--- src/rtl/dma_pkg.sv ---
// rtl/dma_pkg.sv - shared widths, AW entry layout and interrupt gate states for the DMA write joiner
package dma_pkg;

    localparam int DMA_ADDR_W = 32;
    localparam int DMA_DATA_W = 64;
    localparam int DMA_USER_W = 16;

    typedef struct packed {
        logic [DMA_ADDR_W-1:0] addr;
        logic [DMA_USER_W-1:0] user;
    } aw_entry_t;

    typedef enum logic [1:0] {
        IDLE,
        DRAIN,
        ASSERT
    } gate_state_t;

endpackage

--- src/rtl/sync_fifo.sv ---
// rtl/sync_fifo.sv - single-clock FIFO with registered storage and full/empty flags
module sync_fifo #(
    parameter int WIDTH = 8,
    parameter int DEPTH = 4
) (
    input  logic             clk,
    input  logic             reset,
    input  logic             push,
    input  logic [WIDTH-1:0] push_data,
    input  logic             pop,
    output logic [WIDTH-1:0] pop_data,
    output logic             full,
    output logic             empty
);

    localparam int PW = $clog2(DEPTH);

    logic [WIDTH-1:0] mem [DEPTH];
    // One extra pointer bit tells full from empty when the indices match.
    logic [PW:0]      wr_ptr;
    logic [PW:0]      rd_ptr;

    assign empty    = (wr_ptr == rd_ptr);
    assign full     = (wr_ptr[PW] != rd_ptr[PW]) && (wr_ptr[PW-1:0] == rd_ptr[PW-1:0]);
    assign pop_data = mem[rd_ptr[PW-1:0]];

    // Advance pointers; a push into a full FIFO or a pop from an empty one is ignored.
    always_ff @(posedge clk) begin
        if (reset) begin
            wr_ptr <= '0;
            rd_ptr <= '0;
        end else begin
            if (push && !full) begin
                wr_ptr <= wr_ptr + (PW+1)'(1);
            end
            if (pop && !empty) begin
                rd_ptr <= rd_ptr + (PW+1)'(1);
            end
        end
    end

    // Storage needs no reset: entries are only visible between the pointers.
    always_ff @(posedge clk) begin
        if (push && !full) begin
            mem[wr_ptr[PW-1:0]] <= push_data;
        end
    end

endmodule

--- src/rtl/dma_wr_joiner.sv ---
// rtl/dma_wr_joiner.sv - pairs DMA AW and W beats into filtered memory writes and gates the completion interrupt
module dma_wr_joiner
    import dma_pkg::*;
#(
    parameter int          AW_DEPTH  = 4,
    parameter int          W_DEPTH   = 4,
    parameter logic [31:0] ADDR_BASE = 32'h8000_0000,
    parameter logic [31:0] ADDR_SIZE = 32'h0100_0000
) (
    input  logic        clk,
    input  logic        reset,
    input  logic        s_awvalid,
    output logic        s_awready,
    input  logic [31:0] s_awaddr,
    input  logic [15:0] s_awuser,
    input  logic        s_wvalid,
    output logic        s_wready,
    input  logic [63:0] s_wdata,
    input  logic        dma_intr,
    output logic        m_valid,
    input  logic        m_ready,
    output logic [31:0] m_addr,
    output logic [63:0] m_data,
    output logic [15:0] m_user,
    output logic        intr,
    output logic [31:0] wr_cnt,
    output logic [15:0] err_cnt,
    output logic        err
);

    // Upper bound of the legal window, kept in 33 bits so a window ending at 4 GiB does not wrap.
    localparam logic [32:0] ADDR_LIMIT = {1'b0, ADDR_BASE} + {1'b0, ADDR_SIZE};

    aw_entry_t              aw_in;
    aw_entry_t              aw_head;
    logic [DMA_DATA_W-1:0]  w_head;
    logic                   aw_full;
    logic                   aw_empty;
    logic                   w_full;
    logic                   w_empty;
    logic                   aw_push;
    logic                   w_push;
    logic                   pair_pop;
    logic                   pair_legal;
    gate_state_t            state;
    gate_state_t            state_next;

    assign s_awready = ~reset & ~aw_full;
    assign s_wready  = ~reset & ~w_full;
    assign aw_push   = s_awvalid & s_awready;
    assign w_push    = s_wvalid & s_wready;

    assign aw_in.addr = s_awaddr;
    assign aw_in.user = s_awuser;

    sync_fifo #(
        .WIDTH ($bits(aw_entry_t)),
        .DEPTH (AW_DEPTH)
    ) u_aw_fifo (
        .clk       (clk),
        .reset     (reset),
        .push      (aw_push),
        .push_data (aw_in),
        .pop       (pair_pop),
        .pop_data  (aw_head),
        .full      (aw_full),
        .empty     (aw_empty)
    );

    sync_fifo #(
        .WIDTH (DMA_DATA_W),
        .DEPTH (W_DEPTH)
    ) u_w_fifo (
        .clk       (clk),
        .reset     (reset),
        .push      (w_push),
        .push_data (s_wdata),
        .pop       (pair_pop),
        .pop_data  (w_head),
        .full      (w_full),
        .empty     (w_empty)
    );

    // A pair leaves both FIFOs together once the output stage is free or being drained.
    assign pair_pop   = ~aw_empty & ~w_empty & (~m_valid | m_ready);
    assign pair_legal = (aw_head.addr >= ADDR_BASE)
                      && ({1'b0, aw_head.addr} < ADDR_LIMIT)
                      && (aw_head.addr[2:0] == 3'b000);

    // Output request register: legal pairs load it, illegal pairs only retire the current request.
    always_ff @(posedge clk) begin
        if (reset) begin
            m_valid <= 1'b0;
            m_addr  <= '0;
            m_data  <= '0;
            m_user  <= '0;
        end else if (pair_pop) begin
            m_valid <= pair_legal;
            if (pair_legal) begin
                m_addr <= aw_head.addr;
                m_data <= w_head;
                m_user <= aw_head.user;
            end
        end else if (m_ready) begin
            m_valid <= 1'b0;
        end
    end

    // Traffic counters: completed writes wrap, dropped writes saturate and latch the sticky flag.
    always_ff @(posedge clk) begin
        if (reset) begin
            wr_cnt  <= '0;
            err_cnt <= '0;
            err     <= 1'b0;
        end else begin
            if (m_valid && m_ready) begin
                wr_cnt <= wr_cnt + 32'd1;
            end
            if (pair_pop && !pair_legal) begin
                err <= 1'b1;
                if (err_cnt != 16'hFFFF) begin
                    err_cnt <= err_cnt + 16'd1;
                end
            end
        end
    end

    // Interrupt gate state register.
    always_ff @(posedge clk) begin
        if (reset) begin
            state <= IDLE;
        end else begin
            state <= state_next;
        end
    end

    // Interrupt gate: hold the DMA interrupt back until nothing accepted is still in flight.
    always_comb begin
        state_next = state;
        intr       = 1'b0;
        case (state)
            IDLE: begin
                if (dma_intr) begin
                    state_next = DRAIN;
                end
            end
            DRAIN: begin
                if (!dma_intr) begin
                    state_next = IDLE;
                end else if (aw_empty && w_empty && !m_valid) begin
                    state_next = ASSERT;
                end
            end
            ASSERT: begin
                intr = 1'b1;
                if (!dma_intr) begin
                    state_next = IDLE;
                end
            end
            default: begin
                state_next = IDLE;
            end
        endcase
    end

endmodule

--- config.mk ---
export PLATFORM = sky130hd
export DESIGN_NAME = dma_wr_joiner
export DESIGN_NICKNAME = d
export VERILOG_FILES = /design/src/rtl/dma_pkg.sv /design/src/rtl/sync_fifo.sv /design/src/rtl/dma_wr_joiner.sv
export SDC_FILE = /design/constraint.sdc
export NUM_CORES = 1
export LEC_CHECK = 0
export ABC_CLOCK_PERIOD_IN_PS = 6800
export BUFFER_PORTS_ARGS = -buffer_cell sky130_fd_sc_hd__buf_2
export CORE_MARGIN = 4
export CORE_UTILIZATION = 58
export DETAILED_ROUTE_END_ITERATION = 6
export HOLD_SLACK_MARGIN = 0.15
export PLACE_DENSITY_LB_ADDON = 0.25
export SLEW_MARGIN = 30
export SYNTH_ARGS = -nofsm -noshare
export SYNTH_HDL_FRONTEND = slang
export SYNTH_HIERARCHICAL = 1
export SYNTH_SLANG_ARGS = --single-unit
export TNS_END_PERCENT = 50
--- constraint.sdc ---
create_clock -name clk -period 6.8 [get_ports clk]
set_input_delay 0.68 -clock clk [delete_from_list [all_inputs] [get_ports clk]]
set_output_delay 0.68 -clock clk [all_outputs]
set_load 0.02 [all_outputs]
Yosys cells after proc, flatten, opt, wreduce, memory -nomap -nowiden:

Memories as Yosys holds them, arrays and structs flattened. A register that Yosys moved wholly into a read port is not among the register bits.
Cells that the tools add are included.

* $lt $le $gt $ge: 2
* equal/unequal tests: 12
* mux-type cells: 14
* reductions and logical operators: 24
* add/subtract/negate cells: 6
* bitwise operators: 13

Operators with widths (count)
* adder 32 x 1 -> 32 bit (second input constant): 1
* >= comparator 32 bit (second input constant): 1
* less-than comparator 32 bit (second input constant): 1
* adder 16 x 1 -> 16 bit (second input constant): 1
* inequality test 16 bit (second input constant): 1
* adder 3 x 1 -> 3 bit (second input constant): 4
* logical AND 1 bit: 12
* 2-to-1 mux 2 bit: 6
* 2-to-1 mux 1 bit: 7
* AND 1 bit: 6
* == test 3 bit: 2
* zero test 1 bit: 6
* NOT 1 bit: 6
* case mux 2 bit (3 select lines): 1
* == test 2 bit: 2
* inequality test 2 bit (second input constant): 2
* AND reduction 2 bit: 2
* zero test 3 bit: 1
* inequality test 3 bit (second input constant): 1
* AND reduction 3 bit: 1
* == test 2 x 1 -> 1 bit (second input constant): 1
* == test 2 bit (second input constant): 1
* zero test 2 bit: 1
* inequality test 1 bit: 2
* 2 further kinds: 2

* register bits after elaboration: 112
* memories: 2
* memory bits (writable): 448
* output and inout bits: 165

Memories
* u_w_fifo.mem: words 4, width 64, rd ports 1, clocked after Yosys merged registers in 1, wr ports 1, RTL line sync_fifo.sv:18 `logic [WIDTH-1:0] mem [DEPTH];`
* u_aw_fifo.mem: words 4, width 48, rd ports 1, clocked after Yosys merged registers in 1, wr ports 1, RTL line sync_fifo.sv:18

Depth between registers and ports, before layout:

* depth after elaboration: 8
* gate-level depth with buffers: 12

Hierarchy:

Netlist, hierarchy kept.

By module, submodules not included
* sync_fifo (u_w_fifo): cells an instance 402, instances 1, sequential area each 7847.5 um2, area an instance 9788.1 um2
* sync_fifo (u_aw_fifo): cells an instance 318, instances 1, sequential area each 5925.7 um2, area an instance 7482.2 um2
* dma_wr_joiner: cells an instance 755, instances 1, sequential area each 3283.1 um2, area an instance 6273.5 um2

Worst setup path after synthesis:

OpenSTA, ideal clock, no wires.

* path kind: input port to flip-flop
* start: in reset
* end: mem u_w_fifo/mem[3][0] (netlist bit), enable pin
* data required time: 6.276 ns
* buffers on the path: 1
* slack: 1.464 ns
* cell stages on the path: 5
* library setup time: 0.524 ns
* arrival: 4.812 ns
* path through: clkbuf_1 -> nor2_1 -> and2_1 -> nand2_1 -> a31oi_1

* word-level cells in the longest chain between the ends: 6

RTL lines
* from (decl): RTL line dma_wr_joiner.sv:11 `input logic reset,`
* NOT 1 bit: RTL line dma_wr_joiner.sv:49 `assign s_wready = ~reset & ~w_full;`
* AND 1 bit: RTL line dma_wr_joiner.sv:49
* net s_wready: RTL line dma_wr_joiner.sv:17 `output logic s_wready,`
* AND 1 bit: RTL line dma_wr_joiner.sv:51 `assign w_push = s_wvalid & s_wready;`
* net w_push: RTL line dma_wr_joiner.sv:42 `logic w_push;`
* logical AND 1 bit: RTL line sync_fifo.sv:44 `if (push && !full) begin`
* 2-to-1 mux 1 bit: RTL line sync_fifo.sv:44
* 2-to-1 mux 1 bit (implied by the code): RTL line sync_fifo.sv:45 `mem[wr_ptr[PW-1:0]] <= push_data;`
* to (decl): RTL line sync_fifo.sv:18

The timed path passes the listed nets, and every way through them passes these cells.

==> metrics.md <==
| Metric | Value |
|---|---|
| Max-slew violation count | `0` |
| Post-synth cell types | `53` |
| Total grt overflow | `0` |
| Worst-path cell chain | `buf_16 -> mux4_2 -> nor4b_1 -> and3_1 -> and2_4 -> buf_4 -> nand2_1 -> a21oi_1` |
| Pwr/cell area | `309 nW/um^2` |
| Final Power | `8.52 mW` |
| Most Crowded Layer GR | `met2` |
| M1 GR Usage | `0.302` |
| Die area | `43,900 um^2` |
| Core Box Area | `39,900 um^2` |
| Setup_tns | `0 ns` |
| Clock buffers created by TritonCTS | `59` |
| Initial core utilization | `0.590` |
| Synthesized area | `~24,000 um^2` |
| Syn Area/Cell | `16.0 um^2` |
| Slowest cell on crit path | `and3_1` |
| Syn Nets | `1,605` |
| DR vias/cell | `5.77` |
| Clk sinks | `between 600 and 700` |
| Commonest cells in the netlist | `edfxtp_1 (448), nand2_1 (225), dfxtp_1 (180), mux4_2 (112), a21oi_1 (110)` |
| First-pass DRT Iterations | `5` |
| WS Path Type | `reg2reg` |
| Filler instances | `2,677` |
| WL final | `49.6 mm` |
| Post-Synthesis Cells | `~1,500` |
| Main synth FF type | `edfxtp_1` |
| I/O Buffers | `282` |
| Sequential share of the synthesized area | `0.724` |
| Status | `complete, no violations` |
| Cts repair resizes | `0` |
| Die H | `209 um` |
| Fmax | `235 MHz` |
| Post-CTS setup buffers | `0` |
| Critical Path Sink Type | `register` |
| Row cnt | `73` |
| Root buffer cell | `clkbuf_16` |
| DRT iter0 DRCs | `951` |
| CP peak stage delay | `around 0.75 ns` |
| Ports | `283` |
| Grt met2 use | `0.366` |
| FF+latch count, synth | `628` |
| P&R area growth vs syn | `17.0%` |
| Placed Instances | `roughly 2,200` |
| Max Cap Viol | `0` |
| Leading area contributor after synthesis | `edfxtp_1` |
| First-pass GRT wire length | `76.3 mm` |
| Largest net degree at the start of global routing | `100` |
| Share of cells above drive strength 1 | `0.296` |
| TritonCTS clock tree | `yes` |
| Hold crit path type | `in2reg` |
| Synth top area cells | `edfxtp_1 (57%), dfxtp_1 (15%), mux4_2 (11%), nand2_1 (3.6%), a21oi_1 (2.3%)` |
| DRC errors left | `0` |
| Crit path DAT | `roughly 4.8 ns` |
| Clk buf depth | `3` |
| Layout Cells excl Fill | `2,340` |
| RSZ-0062 raised after global routing | `false` |
| Worst EP required | `7.33 ns` |
| H-Tree Depth | `2` |
| CP Max Fanout | `51` |
| All-layer global routing usage | `0.221` |
| Layout Nets | `roughly 1,900` |
| Startpoint Class | `register` |
| Hpwl dp | `29.5 mm` |
| Clock Latency Late Sink | `roughly 0.61 ns` |
| Proportion of netlist area held by the largest area contributor | `0.571` |
| ANT nets after route | `0` |
| Placer congestion estimate | `around 0.80` |
| Die W | `209 um` |
| Routed vias | `approximately 14,000` |
| Most frequent cell after synthesis | `edfxtp_1` |
| Hold Buf Count CTS | `0` |
| Worst-path clk slew | `approximately 0.06 ns` |
| Yosys warns | `6` |
| Final Skew | `~0.019 ns` |
| Final setup viols | `0` |
| Min Clock Period, post-route | `4.25 ns` |
| P_leak | `~9.5 nW` |
| VDD IR max | `~0.00023 V` |
| Vias in the first global route | `approximately 14,000` |
| Antenna violations before repair | `14` |
| Routed WL per cell | `21.2 um` |
| Fin. Hold Viols | `0` |
| Fin crit share | `0.625` |
| Relative slew slack | `0.408` |
| EDFF count, synth | `roughly 450` |
| Synth async-reset ratio | `0` |
| Met3 usage | `0.0468` |
| Least-Margin Pin Slew | `0.885 ns` |
-- layout make-up --
class | count | area, um^2 | area share
antenna | 5 | 12.5 | 0.000454
clock buffer | 85 | 1730 | 0.0627
clock inverter | 27 | 285 | 0.0104
inverter | 14 | 52.6 | 0.00191
multi-input combinational | 755 | 6050 | 0.219
sequential | 628 | 17100 | 0.620
tap | 525 | 657 | 0.0238
timing repair buffer | 301 | 1700 | 0.0616
-- worst max-delay path: cells and delay by family (launching register included) --
kind	cells	cell delay [ns]
flops	1	0.69
simple gates	4	1.93
mux	1	0.55
compound gates	1	0.17
buf+inv	2	0.78
-- worst paths after layout --
| check | start | to | slack, ns | cells after the start |
|---|---|---|---|---|
| min | s_awuser[11] | u_aw_fifo/mem[1][11]$_DFFE_PP_ | 0.28 | 1 |
| min reg2reg | state[1]$_SDFFE_PP0P_ | state[0]$_SDFFE_PP0P_ | 0.45 | 1 |
| max reg2reg | register | m_data[55]$_SDFFE_PP0P_ | 2.55 | 8 |
| max | register | m_data[55]$_SDFFE_PP0P_ | 2.55 | 8 |
-- power by group --
part / internal [mW] / total, mW / leakage, nW / switching (mW)
logic: 0.462 / 0.857 / 3.03 / 0.396
registers: 4.21 / 4.32 / 5.52 / 0.111
clock network: 1.96 / 3.34 / 0.983 / 1.38
-- layer usage --
metal | vias up | wire length (um)
met2 | 441 | 24700
met5 | - | 123
met4 | 20 | 1100
li1 | 6163 | -
met3 | 93 | 3350
met1 | 6789 | 20300
-- kinds of logic (layout without fill, tap and decap cells) --
group           Yosys count  count (layout)  share of synthesized area
fa+ha+maj                12              12                    0.00638
simple gates            424             424                     0.0839
other cells               0               5                          0
flops                   628             628                      0.724
buf+inv                  92             427                     0.0212
compound gates          151             151                     0.0356
xor+xnor                 51              51                     0.0190
mux                     117             117                      0.110
-- cell usage in the layout, fill, tap and decap left out, types with 14 or more instances in the layout --
cell type / netlist / final
clkbuf_16: 0 / 62
nand2_1: 225 / 224
mux4_2: 112 / 112
edfxtp_1: 448 / 448
dfxtp_1: 180 / 176
nand4_1: 21 / 21
buf_2: 13 / 281
a21oi_1: 110 / 110
xnor2_1: 23 / 23
nor2_1: 65 / 65
nand3_1: 25 / 25
xor2_1: 28 / 28
clkbuf_1: 31 / 14
-- through the flow --
step | utilization | setup slack [ns] | cell area [um^2] | hold WS (ns)
2_1_floorplan | - | 1.46 | 23500 | 0.414
3_3_place_gp | 0.634 | 2.49 | 25300 | 0.427
3_5_place_dp | 0.638 | 2.50 | 25500 | 0.431
4_1_cts | 0.688 | 2.44 | 27500 | 0.248
5_1_grt | 0.690 | 2.23 | 27500 | 0.263
6_report | 0.690 | 2.55 | 27500 | 0.282
-- registers in the layout, indices dropped and copies added, names as in the netlist, named ones only --
| register | flops |
|---|---|
| state | 2 |
| u_aw_fifo/rd_ptr | 3 |
| err_cnt | 16 |
| err | 1 |
| m_user | 16 |
| u_w_fifo/wr_ptr | 3 |
| u_aw_fifo/mem | 192 |
| u_w_fifo/mem | 256 |
| u_aw_fifo/wr_ptr | 3 |
| m_data | 64 |
| wr_cnt | 32 |
| m_valid | 1 |
| u_w_fifo/rd_ptr | 3 |
| m_addr | 32 |
No activity file was read; power rests on OpenSTA's default activity.
